$ cat config.mk
export PLATFORM = sky130hd
export DESIGN_NAME = gray_rr_arbiter_flat
export DESIGN_NICKNAME = d
export VERILOG_FILES = /design/src/rtl/gray_rr_arbiter_if.sv /design/src/rtl/gray_rr_arbiter.sv /design/src/flat_wrapper.sv
export SDC_FILE = /design/constraint.sdc
export NUM_CORES = 1
export LEC_CHECK = 0
export CAP_MARGIN = 25
export CORE_AREA = 3 3 73 75
export CTS_CLUSTER_SIZE = 40
export DETAILED_ROUTE_END_ITERATION = 8
export DIE_AREA = 0 0 76 78
export GPL_TIMING_DRIVEN = 0
export PLACE_DENSITY = 0.74
export SLEW_MARGIN = 0
export SYNTH_ARGS = -nofsm -noshare
export SYNTH_HDL_FRONTEND = slang
export SYNTH_SLANG_ARGS = --single-unit
$ cat constraint.sdc
create_clock -name clk -period 7.9 [get_ports clk]
set_input_delay 1.58 -clock clk [delete_from_list [all_inputs] [get_ports clk]]
set_output_delay 1.58 -clock clk [all_outputs]
set_load 0.02 [all_outputs]
$ cat src/rtl/gray_rr_arbiter_if.sv
// Requester-side bundle for the eight-way Gray-coded round-robin arbiter.
// The arbiter uses the slave view; whoever drives the request lines uses the master view.
interface gray_rr_arbiter_if;
  logic [7:0] req;
  logic [7:0] gnt;
  logic       gnt_valid;
  logic [2:0] gnt_code;
  logic       timeout;

  modport master (
    output req,
    input  gnt,
    input  gnt_valid,
    input  gnt_code,
    input  timeout
  );

  modport slave (
    input  req,
    output gnt,
    output gnt_valid,
    output gnt_code,
    output timeout
  );
endinterface

$ cat src/rtl/gray_rr_arbiter.sv
// Eight-way round-robin arbiter that locks the grant until release, with an optional hold timer.
// The granted index is reported as a 3-bit Gray code; every output comes straight from a flop.
module gray_rr_arbiter #(
  parameter int unsigned MAX_HOLD = 16
) (
  input logic              clk,
  input logic              rst,
  gray_rr_arbiter_if.slave bus
);
  typedef enum logic [0:0] {
    ST_IDLE  = 1'b0,
    ST_GRANT = 1'b1
  } state_e;

  localparam logic [15:0] HOLD_LIMIT = 16'(MAX_HOLD);

  function automatic logic [2:0] idx_to_gray(input logic [2:0] idx);
    return {idx[2], idx[2] ^ idx[1], idx[1] ^ idx[0]};
  endfunction

  state_e      state_q, state_d;
  logic [2:0]  ptr_q, ptr_d;
  logic [2:0]  owner_q, owner_d;
  logic [2:0]  code_q, code_d;
  logic [7:0]  gnt_q, gnt_d;
  logic        gnt_valid_q, gnt_valid_d;
  logic        timeout_q, timeout_d;
  logic [15:0] hold_q, hold_d;

  logic        win_found_s;
  logic [2:0]  win_idx_s;
  logic [2:0]  cand_s;

  // Rotating priority search: first requester at or after ptr (mod 8) wins.
  always_comb begin
    win_found_s = 1'b0;
    win_idx_s   = 3'd0;
    cand_s      = 3'd0;
    for (int i = 0; i < 8; i++) begin
      cand_s = ptr_q + 3'(i);
      if (!win_found_s && bus.req[cand_s]) begin
        win_found_s = 1'b1;
        win_idx_s   = cand_s;
      end else begin
        win_found_s = win_found_s;
      end
    end
  end

  // Next-state and output logic; release wins over expiry so a coinciding drop is a normal release.
  always_comb begin
    state_d     = state_q;
    ptr_d       = ptr_q;
    owner_d     = owner_q;
    code_d      = code_q;
    gnt_d       = gnt_q;
    gnt_valid_d = gnt_valid_q;
    hold_d      = hold_q;
    timeout_d   = 1'b0;
    case (state_q)
      ST_IDLE: begin
        hold_d = 16'd0;
        if (win_found_s) begin
          state_d     = ST_GRANT;
          owner_d     = win_idx_s;
          gnt_d       = 8'd1 << win_idx_s;
          code_d      = idx_to_gray(win_idx_s);
          gnt_valid_d = 1'b1;
          hold_d      = 16'd1;
        end else begin
          gnt_d       = 8'h00;
          gnt_valid_d = 1'b0;
        end
      end
      ST_GRANT: begin
        if (!bus.req[owner_q]) begin
          state_d     = ST_IDLE;
          gnt_d       = 8'h00;
          gnt_valid_d = 1'b0;
          ptr_d       = owner_q + 3'd1;
          hold_d      = 16'd0;
        end else if ((HOLD_LIMIT != 16'd0) && (hold_q == HOLD_LIMIT)) begin
          state_d     = ST_IDLE;
          gnt_d       = 8'h00;
          gnt_valid_d = 1'b0;
          ptr_d       = owner_q + 3'd1;
          hold_d      = 16'd0;
          timeout_d   = 1'b1;
        end else begin
          hold_d = hold_q + 16'd1;
        end
      end
      default: begin
        state_d     = ST_IDLE;
        gnt_d       = 8'h00;
        gnt_valid_d = 1'b0;
        hold_d      = 16'd0;
      end
    endcase
  end

  // State and output registers with synchronous reset.
  always_ff @(posedge clk) begin
    if (rst) begin
      state_q     <= ST_IDLE;
      ptr_q       <= 3'd0;
      owner_q     <= 3'd0;
      code_q      <= 3'b000;
      gnt_q       <= 8'h00;
      gnt_valid_q <= 1'b0;
      timeout_q   <= 1'b0;
      hold_q      <= 16'd0;
    end else begin
      state_q     <= state_d;
      ptr_q       <= ptr_d;
      owner_q     <= owner_d;
      code_q      <= code_d;
      gnt_q       <= gnt_d;
      gnt_valid_q <= gnt_valid_d;
      timeout_q   <= timeout_d;
      hold_q      <= hold_d;
    end
  end

  assign bus.gnt       = gnt_q;
  assign bus.gnt_valid = gnt_valid_q;
  assign bus.gnt_code  = code_q;
  assign bus.timeout   = timeout_q;
endmodule
$ cat src/flat_wrapper.sv
// flat-port wrapper written by rule: the top's interface ports become plain ports
module gray_rr_arbiter_flat 
#(
  parameter int unsigned MAX_HOLD = 16
)
  (clk, rst, bus_req, bus_gnt, bus_gnt_valid, bus_gnt_code, bus_timeout);
  gray_rr_arbiter_if bus_i ();
  input logic clk;
  input logic rst;
  input wire logic [$bits(bus_i.req)-1:0] bus_req;
  output wire logic [$bits(bus_i.gnt)-1:0] bus_gnt;
  output wire logic [$bits(bus_i.gnt_valid)-1:0] bus_gnt_valid;
  output wire logic [$bits(bus_i.gnt_code)-1:0] bus_gnt_code;
  output wire logic [$bits(bus_i.timeout)-1:0] bus_timeout;
  assign bus_i.req = bus_req;
  assign bus_gnt = bus_i.gnt;
  assign bus_gnt_valid = bus_i.gnt_valid;
  assign bus_gnt_code = bus_i.gnt_code;
  assign bus_timeout = bus_i.timeout;
  gray_rr_arbiter #(.MAX_HOLD(MAX_HOLD)) u_core (.clk(clk), .rst(rst), .bus(bus_i));
endmodule
# Yosys cells after proc, flatten, opt, wreduce, memory -nomap -nowiden
# Cells that the tools add are included.
# word_totals
output_inout_bits	13
reg_bits	36
wordCells	103
input_bits	10
# classes
n_reduce_logical	17
shift	1
add_sub_neg	9
magnitude_cmp	9
n_mux	52
n_bitwise	4
n_eq_ne	3
# ops
operator	count
$lt A3 B4 Y1 const B	9
$mux W16	2
$pmux W16 S2	1
$mux W3	10
$bmux W1 S3	9
$mux W1	24
$mux W8	3
$add A16 B1 Y16 const B	1
$eq A16 B5 Y1 const B	1
$pmux W8 S2	1
$add A3 B3 Y3 const B	4
$shl A1 B3 Y8 const A	1
$logic_and A1 B1 Y1	7
$logic_not A1 Y1	7
$add A3 B1 Y3 const B	2
$add A3 B2 Y3 const B	2
$pmux W1 S2	2
$reduce_and A2 Y1	2
$ne A3 B3 Y1 const B	1
$reduce_or A3 Y1	1
$ne A2 B2 Y1 const B	1
$not A1 Y1	2
$xor A1 B1 Y1	2

# Logic depth before layout (Yosys ltp)
# depth
ltp_word	27
mapped_depth	14
mapped_depth_nobuf	10

# Worst setup path before layout
# No wires, ideal clock.
# synth_path
path_type	input-to-reg
start	input bus_req[4]
end	register u_core.code_q[1], in the netlist u_core.bus.gnt_code[1]
required_time_ns	7.784
arrival_ns	3.685
setup_ns	0.116
path_stages	9
path_slack_ns	4.100
path_buffers	1
path_cell_list	clkbuf_1 mux4_2 nor2b_1 nor3b_2 o221ai_2 a311o_1 a22o_1 nand2b_1 a31o_1
# synth_between
elab_chain_len	25
word_cells_on_any_way	48
classes_between	mux: 32; bitwise: 1; reduce/logical: 15
# synth_rtl
item	line	rtl
from (decl)	flat_wrapper.sv:10	input wire logic [$bits(bus_i.req)-1:0] bus_req;
$bmux W1 S3	gray_rr_arbiter.sv:41	if (!win_found_s && bus.req[cand_s]) begin
$mux W1 (not written as such)	gray_rr_arbiter.sv:41	
$mux W1	gray_rr_arbiter.sv:41	
$logic_not A1 Y1	gray_rr_arbiter.sv:41	
$logic_and A1 B1 Y1	gray_rr_arbiter.sv:41	
$mux W1	gray_rr_arbiter.sv:41	
$logic_not A1 Y1	gray_rr_arbiter.sv:41	
$logic_and A1 B1 Y1	gray_rr_arbiter.sv:41	
(+9 left out)	-	
$mux W1	gray_rr_arbiter.sv:41	
$logic_not A1 Y1	gray_rr_arbiter.sv:41	
$logic_and A1 B1 Y1	gray_rr_arbiter.sv:41	
$mux W1	gray_rr_arbiter.sv:41	
$logic_not A1 Y1	gray_rr_arbiter.sv:41	
$logic_and A1 B1 Y1	gray_rr_arbiter.sv:41	
$mux W3 or $mux W1 (tied branches)	gray_rr_arbiter.sv:41	
$xor A1 B1 Y1 or $reduce_and A2 Y1 (tied branches)	-	
to (signal assigned)	gray_rr_arbiter.sv:117	code_q <= code_d;
to (decl)	gray_rr_arbiter.sv:24	logic [2:0] code_q, code_d;
# Parallel ways exist; a longest one is shown, timed or not. The select of a mux whose other input is x is not followed.
# A chain may end at the register's enable or synchronous reset.

# Worst setup path after layout
# layout_path
start	input bus_req[6]
end	register u_core.code_q[1], in the netlist u_core.bus.gnt_code[1]
# Same word-level chain as after synthesis.

==> impl_metrics.py <==
metrics = {
    "place": {
        "placed_area_um2": 2850,
        "hpwl_mm": 4.34,
        "port_buffers": 20,
        "place_congestion": 0.869,
    },
    "worst_hold_path": {
        "min_path_type": "flop to flop",
    },
    "die": {
        "core-area_um2": 4720,
        "start_util": 0.543,
        "core.rowCount": 25,
        "die_x_um": 76,
        "die_h_um": 78,
        "dieArea_um2": 5930,
        "ioPinCount": 23,
    },
    "setup_path": {
        "crit_end": "u_core.bus.gnt_code[1]$_SDFFE_PP0P_",
        "cp-startpoint": "bus_req[6]",
        "r2r_slack_ns": 4.23,
        "worstPathRequired_ns": 8.08,
        "crit_arrival_ns": 4.51,
        "ff2ff_path_depth": 14,
        "r2r_start": "u_core.ptr_q[0]$_SDFFE_PP0P_",
        "r2r_end": "u_core.bus.gnt_code[1]$_SDFFE_PP0P_",
        "critPathMaxFanout": 10,
        "cp-end-kind": "flop",
        "start_kind": "input port",
        "path_class": "input port to flop",
    },
    "pwr": {
        "pwr-share-clk": 0.156,
        "p_sw_uw": 450,
        "seqPwrFrac": 0.225,
        "p_total_uw": 1060,
        "powerDensity_nw_per_um2": 358,
        "combPwrFrac": 0.619,
        "swShare": 0.424,
        "internal-power_uw": 613,
        "leakage_uw": 0.00110,
        "ir_worst_vdd_uv": 139,
    },
    "timing": {
        "max_slew_margin": 0.564,
        "finalHoldViolCount": 0,
        "period_share": 0.548,
        "hold_ws_ns": 0.447,
        "fin_tns_setup_ns": 0,
        "drv_slew": 0,
        "setup_viol": 0,
        "rsz0062_at_grt": "false",
        "clock_skew_ns": 0.00559,
        "min_period_ns": 4.33,
        "tightest_slew_ns": 0.652,
        "max_freq_mhz": 231,
    },
    "clock_network": {
        "clock_tree.htree_level_count": 2,
        "cts_root_buf": "clkbuf_8",
        "numCtsBuffers": 5,
        "cts_hold_buf": 0,
        "cts_tree": "yes",
        "clk_latency_ns": 0.29,
        "cts.sink_count": 35,
        "clock_path_buffers": 2,
        "cts_resized": 0,
        "post_cts_buffers": 0,
        "clkTransAtPathRegs_ns": 0.07,
    },
    "routing": {
        "final_antenna_net_count": 0,
        "drt_wl_total_mm": 5.96,
        "via_count": 2196,
        "dr.pass1.iters": 4,
        "drcViolationCount": 0,
        "drt-met1-wl_mm": 2.73,
        "routed-wl-met3_um": 257,
        "drt_iter0_markers": 230,
        "wl_met2_mm": 2.85,
        "viasPerCell": 5.70,
        "top_layer": "met4",
        "wl_per_cell_um": 15.5,
    },
    "outcome": {
        "run_status": "completed",
    },
    "yosys": {
        "synth_top_family_by_area": "multiplexers",
        "synth-xor-area-share": 0.0683,
        "synthMuxAreaShare": 0.231,
        "synth-simple-area-share": 0.208,
        "ys.flop_type": "dfxtp_1",
        "yosysTopAreaCellShare": 0.273,
        "synth-seq-cells": 35,
        "yosysMostFrequentCell": "dfxtp_1",
        "synth_common_cells": "dfxtp_1, nor2_1, nand2_1",
        "synth_edf_count": 0,
        "synth_largest_area_cell": "dfxtp_1",
        "syn_avg_cell_area_um2": 8.85,
        "synthTopCellsByArea": "dfxtp_1, mux4_2, mux2i_1",
        "synth_compound_area_frac": 0.144,
        "async_flop_share": 0,
        "syn_inst": 290,
        "ys_types": 52,
        "synth_fa_ha_area_frac": 0.0244,
        "synth_area_um2": 2570,
        "yosys_warnings": 0,
        "syn_nets": 305,
        "seq_area_frac_synth": 0.273,
    },
    "grt": {
        "grt_pass1_vias": 2172,
        "antenna_found_initial": 0,
        "grt_pass1_wl_mm": 10.4,
        "grt_start_max_net_pins": 12,
        "gr-total-overflow": 0,
        "grt_util_all_layers": 0.214,
    },
    "layout": {
        "area_growth_pct": 15.7,
        "design_area_um2": 2970,
        "drive_gt1_frac": 0.151,
        "final_nets": 332,
        "diodes": 0,
        "finish.utilization": 0.628,
        "nFillCells": 412,
    },
    "run": {
        "max_cap_violations": 0,
    },
}
## cell usage in the layout, fill, tap and decap left out, types with 10 or more instances in the layout
cell type / netlist / routed
a21oi_1: 11 / 11
clkbuf_1: 10 / 10
nand2_1: 24 / 24
nor2_1: 32 / 32
clkdlybuf4s50_1: 0 / 20
xor2_1: 12 / 12
dfxtp_1: 35 / 35
nand3_1: 11 / 11
mux4_2: 13 / 13
mux2i_1: 23 / 23
## kinds of logic (layout without fill, tap and decap cells)
family / Yosys count / count (layout)
muxes: 42 / 42
adders and majority gates: 5 / 5
and+or+nand+nor: 107 / 107
AOI/OAI and AO/OA: 52 / 52
DFF: 35 / 35
buffers and inverters: 29 / 57
xor gates and xnor gates: 20 / 20
## cell type report
cell class                      instances  area, um^2  area share
Buffer                                 21         101      0.0341
Clock buffer                            6        82.6      0.0278
Clock inverter                          2        35.0      0.0118
Inverter                                8        30.0      0.0101
Multi-Input combinational cell        226        1730       0.584
Sequential cell                        35         701       0.236
Tap cell                               67        83.8      0.0282
Timing Repair Buffer                   20         200      0.0675
## power by group through the flow
stage	clock, uW	combinational [uW]	sequential, uW
6_report	166	659	239
5_1_grt	178	724	244
4_1_cts	170	654	239
3_5_place_dp	0	648	243
3_3_place_gp	0	637	241
2_1_floorplan	0	489	256
## registers in the layout, indices dropped and copies added (netlist names)
name	count
u_core.bus.gnt	8
u_core.bus.gnt_code	2
u_core.bus.gnt_valid	1
u_core.bus.timeout	1
u_core.hold_q	16
u_core.owner_q	3
u_core.ptr_q	3
u_core.state_q	1
## worst max-delay path, stage by stage
cell	delay [ns]
clkdlybuf4s50_1	0.61
mux4_2	0.62
nand2b_1	0.19
a21oi_1	0.27
o221ai_2	0.20
a311o_1	0.31
a22o_1	0.30
nand2b_1	0.21
a31o_1	0.22
## per-stage QoR
stage / setup slack [ns] / instances
2_1_floorplan: 4.10 / 290
3_3_place_gp: 3.41 / 377
6_report: 3.57 / 385
3_5_place_dp: 3.36 / 377
4_1_cts: 3.64 / 385
5_1_grt: 3.45 / 385
## worst min-delay path by stage
| stage | from | end | cells after the start | slack (ns) |
|---|---|---|---|---|
| after floorplan | u_core.hold_q[15]$_SDFF_PP0_ | u_core.hold_q[15]$_SDFF_PP0_ | 2 | 0.48 |
| after global placement | u_core.bus.gnt_valid$_SDFFE_PP0P_ | u_core.bus.gnt_valid$_SDFFE_PP0P_ | 2 | 0.43 |
| after detailed placement | u_core.bus.gnt_valid$_SDFFE_PP0P_ | u_core.bus.gnt_valid$_SDFFE_PP0P_ | 2 | 0.44 |
| after CTS | u_core.bus.gnt_valid$_SDFFE_PP0P_ | u_core.bus.gnt_valid$_SDFFE_PP0P_ | 2 | 0.45 |
| after global routing | u_core.bus.gnt[0]$_SDFFE_PP0P_ | u_core.bus.gnt[0]$_SDFFE_PP0P_ | 2 | 0.47 |
| final | u_core.bus.gnt_valid$_SDFFE_PP0P_ | u_core.bus.gnt_valid$_SDFFE_PP0P_ | 2 | 0.45 |
## per-layer routing
metal / vias up / global-route usage
li1: 1089 / -
met1: 1037 / 0.288
met2: 58 / 0.352
met3: 12 / 0.0325
met4: 0 / 0.0761
met5: - / 0
Note: power is estimated with default switching activity, not from simulation.
